===== config.mk =====
export PLATFORM = sky130hd
export DESIGN_NAME = dmem_arbiter
export DESIGN_NICKNAME = d
export VERILOG_FILES = /design/src/rtl/dmem_pkg.sv /design/src/rtl/rd_tag_pipe.sv /design/src/rtl/dmem_arbiter.sv
export SDC_FILE = /design/constraint.sdc
export NUM_CORES = 1
export LEC_CHECK = 0
export BUFFER_PORTS_ARGS = -buffer_cell sky130_fd_sc_hd__buf_2
export CORE_AREA = 2 2 92 94
export DETAILED_ROUTE_END_ITERATION = 8
export DIE_AREA = 0 0 94 96
export PLACE_DENSITY_LB_ADDON = 0.3
export SLEW_MARGIN = 25
export SYNTH_ARGS = -nofsm -noshare
export SYNTH_HDL_FRONTEND = slang
export SYNTH_HIERARCHICAL = 1
export SYNTH_SLANG_ARGS = --single-unit

===== constraint.sdc =====
create_clock -name clock -period 3.57 [get_ports clock]
set_input_delay 0.357 -clock clock [delete_from_list [all_inputs] [get_ports clock]]
set_output_delay 0.357 -clock clock [all_outputs]
set_load 0.01 [all_outputs]

===== src/rtl/dmem_pkg.sv =====
// dmem_pkg: shared widths, requester ids and read-tag type for the dmem arbiter
package dmem_pkg;
    localparam int DMEM_AW = 12;
    localparam int DMEM_DW = 32;
    localparam logic REQ_PROC = 1'b0;
    localparam logic REQ_HOST = 1'b1;
    typedef struct packed {
        logic valid;
        logic id;
    } tag_t;
endpackage


===== src/rtl/rd_tag_pipe.sv =====
// rd_tag_pipe: RD_LAT-deep shift register of read tags aligned with the syncram latency
module rd_tag_pipe import dmem_pkg::*; #(
    parameter int RD_LAT = 1
) (
    input  logic clock,
    input  logic reset,
    input  tag_t tag_in,
    output tag_t tag_head
);
    tag_t [RD_LAT-1:0] pipe_d, pipe_q;
    // shift one stage per cycle, new tag enters at stage 0
    always_comb begin
        pipe_d[0] = tag_in;
        for (int i = 1; i < RD_LAT; i++) pipe_d[i] = pipe_q[i-1];
    end
    // tag register, cleared by reset so in-flight reads are dropped
    always_ff @(posedge clock) begin
        pipe_q <= reset ? '0 : pipe_d;
    end
    assign tag_head = pipe_q[RD_LAT-1];
endmodule


===== src/rtl/dmem_arbiter.sv =====
// dmem_arbiter: round-robin arbiter with bounded host lock in front of the dmem syncram
module dmem_arbiter import dmem_pkg::*; #(
    parameter int RD_LAT   = 1,
    parameter int LOCK_MAX = 16
) (
    input  logic               clock,
    input  logic               reset,
    input  logic               p_req,
    input  logic               p_wren,
    input  logic [DMEM_AW-1:0] p_addr,
    input  logic [DMEM_DW-1:0] p_wdata,
    input  logic               h_req,
    input  logic               h_wren,
    input  logic [DMEM_AW-1:0] h_addr,
    input  logic [DMEM_DW-1:0] h_wdata,
    input  logic               h_lock,
    output logic               p_gnt,
    output logic               h_gnt,
    output logic               p_rvalid,
    output logic [DMEM_DW-1:0] p_rdata,
    output logic               h_rvalid,
    output logic [DMEM_DW-1:0] h_rdata,
    output logic [DMEM_AW-1:0] mem_address,
    output logic [DMEM_DW-1:0] mem_data,
    output logic               mem_wren,
    input  logic [DMEM_DW-1:0] mem_q
);
    localparam int CW = $clog2(LOCK_MAX + 1);
    logic          last_gnt_d, last_gnt_q;
    logic          h_prev_d, h_prev_q;
    logic [CW-1:0] lock_cnt_d, lock_cnt_q;
    logic          lock_room, lock_hold;
    tag_t          tag_in, tag_head;
    // winner selection and memory port mux; nothing is granted while in reset
    always_comb begin
        lock_room   = lock_cnt_q < CW'(LOCK_MAX);
        lock_hold   = h_lock && h_prev_q && lock_room;
        h_gnt       = !reset && h_req && (!p_req || lock_hold || last_gnt_q == REQ_PROC);
        p_gnt       = !reset && p_req && !h_gnt;
        mem_wren    = p_gnt ? p_wren : h_gnt && h_wren;
        mem_address = p_gnt ? p_addr : h_gnt ? h_addr : '0;
        mem_data    = p_gnt ? p_wdata : h_gnt ? h_wdata : '0;
        tag_in      = '{valid: (p_gnt && !p_wren) || (h_gnt && !h_wren), id: h_gnt};
    end
    // next state: a host grant that does not continue a lock restarts the count
    always_comb begin
        last_gnt_d = p_gnt ? REQ_PROC : h_gnt ? REQ_HOST : last_gnt_q;
        h_prev_d   = h_gnt;
        lock_cnt_d = (!h_lock || p_gnt || (h_gnt && !h_prev_q)) ? '0 :
                     (h_gnt && lock_room) ? lock_cnt_q + CW'(1) : lock_cnt_q;
    end
    // arbitration state; host counts as last granted so the processor wins first
    always_ff @(posedge clock) begin
        if (reset) begin
            last_gnt_q <= REQ_HOST;
            h_prev_q   <= 1'b0;
            lock_cnt_q <= '0;
        end else begin
            last_gnt_q <= last_gnt_d;
            h_prev_q   <= h_prev_d;
            lock_cnt_q <= lock_cnt_d;
        end
    end
    rd_tag_pipe #(.RD_LAT(RD_LAT)) u_tags (
        .clock   (clock),
        .reset   (reset),
        .tag_in  (tag_in),
        .tag_head(tag_head)
    );
    // route read data back to the requester whose tag reaches the head
    always_comb begin
        p_rvalid = !reset && tag_head.valid && tag_head.id == REQ_PROC;
        h_rvalid = !reset && tag_head.valid && tag_head.id == REQ_HOST;
        p_rdata  = p_rvalid ? mem_q : '0;
        h_rdata  = h_rvalid ? mem_q : '0;
    end
endmodule


; After elaboration in Yosys (flattened, before gate mapping)
; Cells that the tools add are included.
[classes]
addsub = 1
n_lt_le_gt_ge = 1
n_mux = 9
n_bitwise = 2
reduce_logical = 28
[op_table]
columns = operator, count
row1 = 32-bit two-way mux, 4
row2 = 12-bit two-way mux, 2
row3 = 1-bit logical AND, 14
row4 = 1-bit zero test, 7
row5 = 5-bit by 1-bit adder with 5-bit output (second input constant), 1
row6 = 1-bit logical OR, 5
row7 = 5-bit < comparator (second input constant), 1
row8 = 1-bit two-way mux, 3
row9 = 1-bit NOT, 2
row10 = 2-bit nonzero test, 1
row11 = 2-bit OR reduction, 1
[totals]
reg_bits = 8
inputBits = 127
elab_cells = 45

; Longest topological paths before layout
; Gate-level depths: netlist (run 1).
[logic_depth]
word_depth = 10
depth_mapped = 6
depth_no_buf = 5

; Hierarchy
; The synthesis (run 1) kept the hierarchy.
[by_module_without_submodules]
columns = mod, instances, cells_each, area_per_inst_um2, seq_area_each_um2
row1 = dmem_arbiter, 1, 263, 1501.4, 140.1
row2 = rd_tag_pipe, 1, 4, 52.6, 40.0

; Worst setup path before layout (run 1)
; Ideal clock, no wire load.
[synth_timing]
path_type = register to output
startpoint = reg lock_cnt_q[4]
endpoint = out mem_data[23]
t_arrival_ns = 1.333
t_required_ns = 3.213
slack_ns = 1.880
stages_incl_launch_ff = 7
n_path_buf = 2
path_cell_list = dfxtp_1 -> nand3b_4 -> a311oi_4 -> buf_6 -> buf_6 -> nand2_1 -> o21ai_0
[synth_via]
elab_chain_len = 8
[synth_rtl]
columns = item, line
row1 = start: declaration, dmem_arbiter.sv:31  ; logic [CW-1:0] lock_cnt_d, lock_cnt_q;
row2 = start signal: assignment, dmem_arbiter.sv:61  ; lock_cnt_q <= lock_cnt_d;
row3 = 5-bit < comparator *, dmem_arbiter.sv:36  ; lock_room = lock_cnt_q < CW'(LOCK_MAX);
row4 = 1-bit logical AND *, dmem_arbiter.sv:37  ; lock_hold = h_lock && h_prev_q && lock_room;
row5 = 1-bit logical OR * (2 in series), dmem_arbiter.sv:38  ; h_gnt = !reset && h_req && (!p_req || lock_hold || last_gnt_q == REQ_PROC);
row6 = 1-bit logical AND *, dmem_arbiter.sv:38
row7 = named net h_gnt, dmem_arbiter.sv:18  ; output logic h_gnt,
row8 = 1-bit zero test, dmem_arbiter.sv:39  ; p_gnt = !reset && p_req && !h_gnt;
row9 = 1-bit logical AND, dmem_arbiter.sv:39
row10 = 32-bit two-way mux *, dmem_arbiter.sv:42  ; mem_data = p_gnt ? p_wdata : h_gnt ? h_wdata : '0;
row11 = end: declaration, dmem_arbiter.sv:24  ; output logic [DMEM_DW-1:0] mem_data,
; Mark *: on every way through the listed nets, which the timed path passes. The rest lies on a longest branch.

; Worst setup path after layout (run 1)
[layout_timing]
startpoint = reg h_prev_q
endpoint = out mem_data[1]
[layout_via]
elab_chain_len = 8
[layout_rtl]
columns = item, line
row1 = start: declaration, dmem_arbiter.sv:30  ; logic h_prev_d, h_prev_q;
row2 = start signal: assignment, dmem_arbiter.sv:60  ; h_prev_q <= h_prev_d;
row3 = 1-bit logical AND * (2 in series), dmem_arbiter.sv:37
row4 = 1-bit logical OR * (2 in series), dmem_arbiter.sv:38
row5 = 1-bit logical AND *, dmem_arbiter.sv:38
row6 = 1-bit zero test, dmem_arbiter.sv:39
row7 = 1-bit logical AND, dmem_arbiter.sv:39
row8 = 32-bit two-way mux *, dmem_arbiter.sv:42
; Mark *: on every way between the ends. The rest lies on a longest branch, timed or not.

==> results of run 1 <==
-- cells in the final DEF, fill, tap and decap left out, drive strengths merged --
cell type  netlist  final
a211o            1      1
a21oi            1      1
a22oi            1      1
a311oi           2      2
and2            65     65
and3             1      1
and3b            1      1
buf             11    241
clkbuf          10      4
dfxtp            9      9
ha               1      1
inv              2      2
mux2i            1      1
nand2           91     91
nand2b           1      1
nand3            1      1
nand3b           2      2
nand4            1      1
nand4b           1      1
nor2             5      5
nor2b            3      3
nor3             1      1
nor3b            2      2
o211ai           2      2
o21ai           47     47
o41ai            1      1
xor2             3      3
-- layout make-up --
type,count,share of cell area [%]
timing repair buffer,241,42.9
tap,105,4.65
inverter,2,0.266
multi-input combinational,235,44.3
sequential,9,6.37
clock buffer,4,1.59
-- cells by family (layout without fill, tap and decap cells) --
| kind of cell | Yosys count | count (layout) | share of synthesized area (%) |
|---|---|---|---|
| and+or+nand+nor | 175 | 175 | 56.4 |
| AOI/OAI and AO/OA | 55 | 55 | 20.3 |
| buffers and inverters | 23 | 247 | 8.53 |
| DFF | 9 | 9 | 11.6 |
| xor gates and xnor gates | 3 | 3 | 1.69 |
| adders and majority gates | 1 | 1 | 0.805 |
| muxes | 1 | 1 | 0.644 |
-- path summary, 6_finish.rpt --
check / from / endpoint / slack [ns] / cells after the start
max: h_prev_q / mem_data[1] / 1.08 / 5
min: p_req / h_prev_q / 0.43 / 2
max reg2reg: h_prev_q / u_tags/tag_head[1] / 1.74 / 6
min reg2reg: lock_cnt_q[3] / lock_cnt_q[4] / 0.49 / 2
-- per-stage QoR --
stage | cells | power [mW] | cell area (µm²)
2_1_floorplan | 267 | 0.207 | 1550
3_3_place_gp | 592 | 0.322 | 2780
3_5_place_dp | 592 | 0.325 | 2780
4_1_cts | 596 | 0.446 | 2830
5_1_grt | 596 | 0.475 | 2830
6_report | 596 | 0.439 | 2830
-- registers in the layout, summed over array words and instances, names as in the netlist --
signal,flops
h_prev_q,1
last_gnt_q,1
lock_cnt_q,5
u_tags/tag_head,2
-- power breakdown --
group	leakage, nW	internal [mW]	switching (mW)
registers	0.0732	0.104	0.00290
logic	1.59	0.103	0.112
clock network	0.0228	0.0778	0.0402
total	1.69	0.284	0.155
-- metal layers --
layer,global-route usage [%],part of all wire (%),vias to the layer above
met2,26.8,53,137
li1,-,-,1310
met1,13.3,35,1054
met5,0,0,-
met3,3.45,11,2
met4,1.69,0.30,0
-- critical path, cell delays in order (launching register included) --
cell      delay, ns
dfxtp_1        0.39
nand3b_4       0.11
a311oi_4       0.28
buf_4          0.63
o21ai_0        0.25
buf_2          0.19
==> impl_metrics.py, run 1 <==
metrics = {
    "timing": {
        "finalHoldViolCount": 0,
        "drv_slew": 0,
        "fin_crit_sh_pct": 69.7,
        "setup_viol": 0,
        "setup_slack_ns": 1.08,
        "slew_headroom_pct": 35.5,
        "setup_tns_ns": 0,
        "hold_ws_ns": 0.427,
        "worst_slew_pin_slew_ns": 0.965,
        "rsz0062_at_grt": "no",
        "skew_ns": 0.00442,
        "period_minus_slack_ns": 2.49,
        "max_freq_mhz": 402,
    },
    "layout": {
        "multi_input_area_mm2": 0.00125,
        "fill_cells": 924,
        "final_util_pct": 35.1,
        "syn_to_final_growth_pct": 81.9,
        "drive_above_1_share_pct": 50.5,
        "ff_latch_area_um2": 180,
        "final_nets": 620,
        "diodes": 0,
    },
    "floorplanning": {
        "coreArea_mm2": 0.00805,
        "die_w_um": 94,
        "die_y_um": 96,
        "core.rowCount": 33,
        "start_util_pct": 19.3,
        "ios": 240,
        "dieArea_mm2": 0.00902,
    },
    "detailed_routing": {
        "ant_nets": 0,
        "vias_per_cell": 4.20,
        "drc": 0,
        "dr_total_vias": 2503,
        "drt-total-wl_um": 6660,
        "wire_per_inst_um": 11.2,
        "dr.pass1.iters": 4,
        "dr.first_iter.drc_count": 55,
    },
    "global_routing": {
        "antenna_found_initial": 0,
        "grt_overflow": 0,
        "grt_pass1_wl_um": 9460,
        "groute.usage.overall_pct": 13.0,
        "first_global_vias": 2080,
        "grt_max_degree": 98,
    },
    "clocking": {
        "cts_buffers": 3,
        "clk_pin_slew_worst_paths_ns": 0.05,
        "ctsLongestPathBuffers": 2,
        "tritoncts": "done",
        "cts_sinks": 9,
        "insertion_delay_ns": 0.23,
        "cts_setup_buffers": 0,
        "cts_hold_buf": 0,
        "htreeDepth": 1,
        "cts_resized": 0,
        "root_buffer": "clkbuf_8",
    },
    "job": {
        "cap_violations": 0,
    },
    "logic_synthesis": {
        "synthCells": 267,
        "synth_top_area_share_pct": 26.2,
        "syn_area_per_cell_um2": 5.82,
        "synthFlopType": "dfxtp_1",
        "synth_cell_types": 33,
        "netlist_top_cells_count": "91 x nand2_1, 65 x and2_1, 44 x o21ai_0, 9 x clkbuf_1, 9 x dfxtp_1",
        "synth_top_area_cell": "and2_1",
        "synth_nets": 395,
        "synthArstFlopShare_pct": 0,
        "synth_area_leaders": "and2_1 26%, nand2_1 22%, o21ai_0 14%, dfxtp_1 12%, buf_6 3.6%",
        "synth_enable_flop_cells": 0,
        "ys_seq_area_share_pct": 11.6,
        "synthesis.area_mm2": 0.00155,
        "ys_ff_latch": 9,
        "synth.most_common_cell": "nand2_1",
        "yosys_warnings": 6,
    },
    "power": {
        "p_per_area_mw_per_mm2": 155,
        "max-vdd-ir-drop_mv": 0.0885,
        "cellLeakagePower_nw": 1.69,
    },
    "worst_setup_path": {
        "end_kind": "output port",
        "critPathRequiredTime_ns": 3.21,
        "arrival_ns": 2.13,
        "crit_fanout": 97,
        "startpoint_type": "flop",
        "critPathKind": "reg2out",
    },
    "min_path": {
        "hold_class": "in2reg",
    },
    "placed_design": {
        "io_buffers": 239,
        "gp_congestion": 0.725,
        "dpl_worst_slack_ns": 1.19,
        "dpl.hpwl_um": 5560,
    },
    "status": {
        "outcome": "finished clean",
    },
}
(Power assumes the default switching activity.)
==> run 2, diff against run 1 <==
==> constraint.sdc (replaced) <==
create_clock -name clock -period 2.55 [get_ports clock]
set_input_delay 0.255 -clock clock [delete_from_list [all_inputs] [get_ports clock]]
set_output_delay 0.255 -clock clock [all_outputs]
set_load 0.01 [all_outputs]
==> run 2 against run 1 <==
  * Wire length is 1.0% higher
  * Clock-buffer cell count shrank 1
  * Sequential share of layout area down 0.059 points
  * Die area did not move
  * Worst setup slack worse by 0.61 ns
  * First-iteration DRC count decreased by 33%
  * Worst hold slack got worse by 0.11 ns
  * Cell count rose by 0.67%
  * Clock power grew 43%
  * Via count down 0.12%
  * Design area rose by 0.93%
  * Power up 42%
  * Largest power group unchanged
==> impl_metrics.py, run 2 (synthesis gave the netlist of run 1 again) <==
metrics = {
    "status": {
        "outcome": "finished clean",
    },
    "detailed_routing": {
        "drt-total-wl_um": 6730,
        "ant_nets": 0,
        "vias_per_cell": 4.17,
        "drc": 0,
        "dr_total_vias": 2500,
        "wire_per_inst_um": 11.2,
        "dr.pass1.iters": 4,
        "dr.first_iter.drc_count": 37,
    },
    "clocking": {
        "cts_hold_buf": 0,
        "root_buffer": "clkbuf_8",
        "htreeDepth": 1,
        "cts_sinks": 9,
        "insertion_delay_ns": 0.24,
        "ctsLongestPathBuffers": 2,
        "cts_setup_buffers": 0,
        "clk_pin_slew_worst_paths_ns": 0.05,
        "cts_buffers": 3,
        "cts_resized": 0,
        "tritoncts": "done",
    },
    "layout": {
        "final_common_cell": "buf_2",
        "final_nets": 623,
        "top_register": "lock_cnt_q",
        "ff_latch_area_um2": 180,
        "final_cell_mix": "239 x buf_2, 91 x nand2_1, 65 x and2_1, 44 x o21ai_0, 9 x dfxtp_1",
        "multi_input_area_mm2": 0.00125,
        "layout.cells.non_filler": 600,
        "drive_above_1_share_pct": 51.0,
        "final_util_pct": 35.4,
        "syn_to_final_growth_pct": 83.6,
        "largest_reg_flops": 5,
        "final_area_mm2": 0.00285,
        "fill_cells": 898,
    },
    "worst_setup_path": {
        "slowest_delay_ns": 0.39,
        "arrival_ns": 1.82,
        "critPathKind": "reg2out",
        "r2r_start": "h_prev_q",
        "end_kind": "output port",
        "worst-path-buf-inv": 2,
        "startpoint_type": "flop",
        "critPathRequiredTime_ns": 2.30,
        "crit_slowest_cell": "dfxtp_1",
        "crit_family": "buffers and inverters",
        "ff2ff_path_depth": 6,
        "r2r_end": "u_tags/tag_head[1]",
        "cp_cell_sequence": "nand3b_4 -> a311oi_4 -> buf_4 -> nand2_1 -> o21ai_0 -> buf_2",
        "crit_fanout": 46,
        "reg2reg_slack_ns": 0.94,
    },
    "power": {
        "max-vdd-ir-drop_mv": 0.0755,
        "p_total_mw": 0.623,
        "p_per_area_mw_per_mm2": 218,
        "cellLeakagePower_nw": 1.71,
    },
    "min_path": {
        "holdCritStartpoint": "h_lock",
        "min_to": "lock_cnt_q[4]",
        "hold_depth": 3,
        "hold_class": "in2reg",
    },
    "timing": {
        "setup_slack_ns": 0.473,
        "setup_viol": 0,
        "setup_tns_ns": 0,
        "drv_slew": 0,
        "finalHoldViolCount": 0,
        "max_freq_mhz": 481,
        "worst_slew_pin_slew_ns": 0.734,
        "period_minus_slack_ns": 2.08,
        "hold_ws_ns": 0.321,
        "fin_crit_sh_pct": 81.5,
        "slew_headroom_pct": 51.1,
        "rsz0062_at_grt": "no",
        "skew_ns": 0.00102,
    },
    "floorplanning": {
        "die_w_um": 94,
        "core.rowCount": 33,
        "ios": 240,
        "dieArea_mm2": 0.00902,
        "die_y_um": 96,
        "coreArea_mm2": 0.00805,
        "start_util_pct": 19.3,
    },
    "global_routing": {
        "grt_pass1_wl_um": 9540,
        "grt_overflow": 0,
        "grt_max_degree": 52,
        "groute.usage.overall_pct": 12.9,
        "first_global_vias": 2034,
        "antenna_found_initial": 1,
    },
    "placed_design": {
        "postPlaceCellArea_mm2": 0.00280,
        "gp_congestion": 0.725,
        "dpl.hpwl_um": 5750,
        "io_buffers": 239,
        "placed_cells": 595,
        "dpl_worst_slack_ns": 0.682,
    },
    "job": {
        "cap_violations": 0,
    },
}
[run 2: changes by cell type in the layout (fill, tap and decap cells not counted), sizes merged]
cell	before	now
buf	241	244
clkbuf	4	3
diode	0	1
clkinv	0	1
[run 2: worst max-delay path by stage]
| stage | cells after the start | endpoint | from |
|---|---|---|---|
| after floorplan | 6 | mem_data[23] | lock_cnt_q[4] |
| after global placement | 5 | p_rdata[15] | reset |
| after detailed placement | 5 | p_rdata[15] | reset |
| after CTS | 6 | mem_data[29] | h_prev_q |
| after global routing | 6 | mem_data[25] | h_prev_q |
| final | 6 | mem_data[1] | h_prev_q |
[run 2: cell type report]
cell class / instances / share of cell area (%)
clock inverters: 1 / 0.175
clock buffers: 3 / 1.45
repair buffers: 244 / 43.2
well taps: 105 / 4.61
multi-input cells: 235 / 43.9
flip-flops and latches: 9 / 6.32
diodes: 1 / 0.0877
inverters: 2 / 0.263
[run 2: power by group]
group / leakage, nW / switching, mW / internal, mW
clock: 0.0255 / 0.0622 / 0.107
sequential: 0.0732 / 0.00400 / 0.145
combinational: 1.61 / 0.158 / 0.147
total: 1.71 / 0.224 / 0.399
[run 2: worst register-to-register path: stages (launching register included)]
cell,delay (ns)
dfxtp_1,0.39
nand3b_4,0.11
a311oi_4,0.30
buf_4,0.43
nand2b_1,0.10
o41ai_1,0.07
nor2b_1,0.16
[run 2: metal layers]
layer	up-vias	wire length (µm)	track usage, %
li1	1316	-	-
met1	1039	2470	13.9
met2	141	3530	26.3
met3	4	674	2.43
met4	0	61	2.42
met5	-	0	0
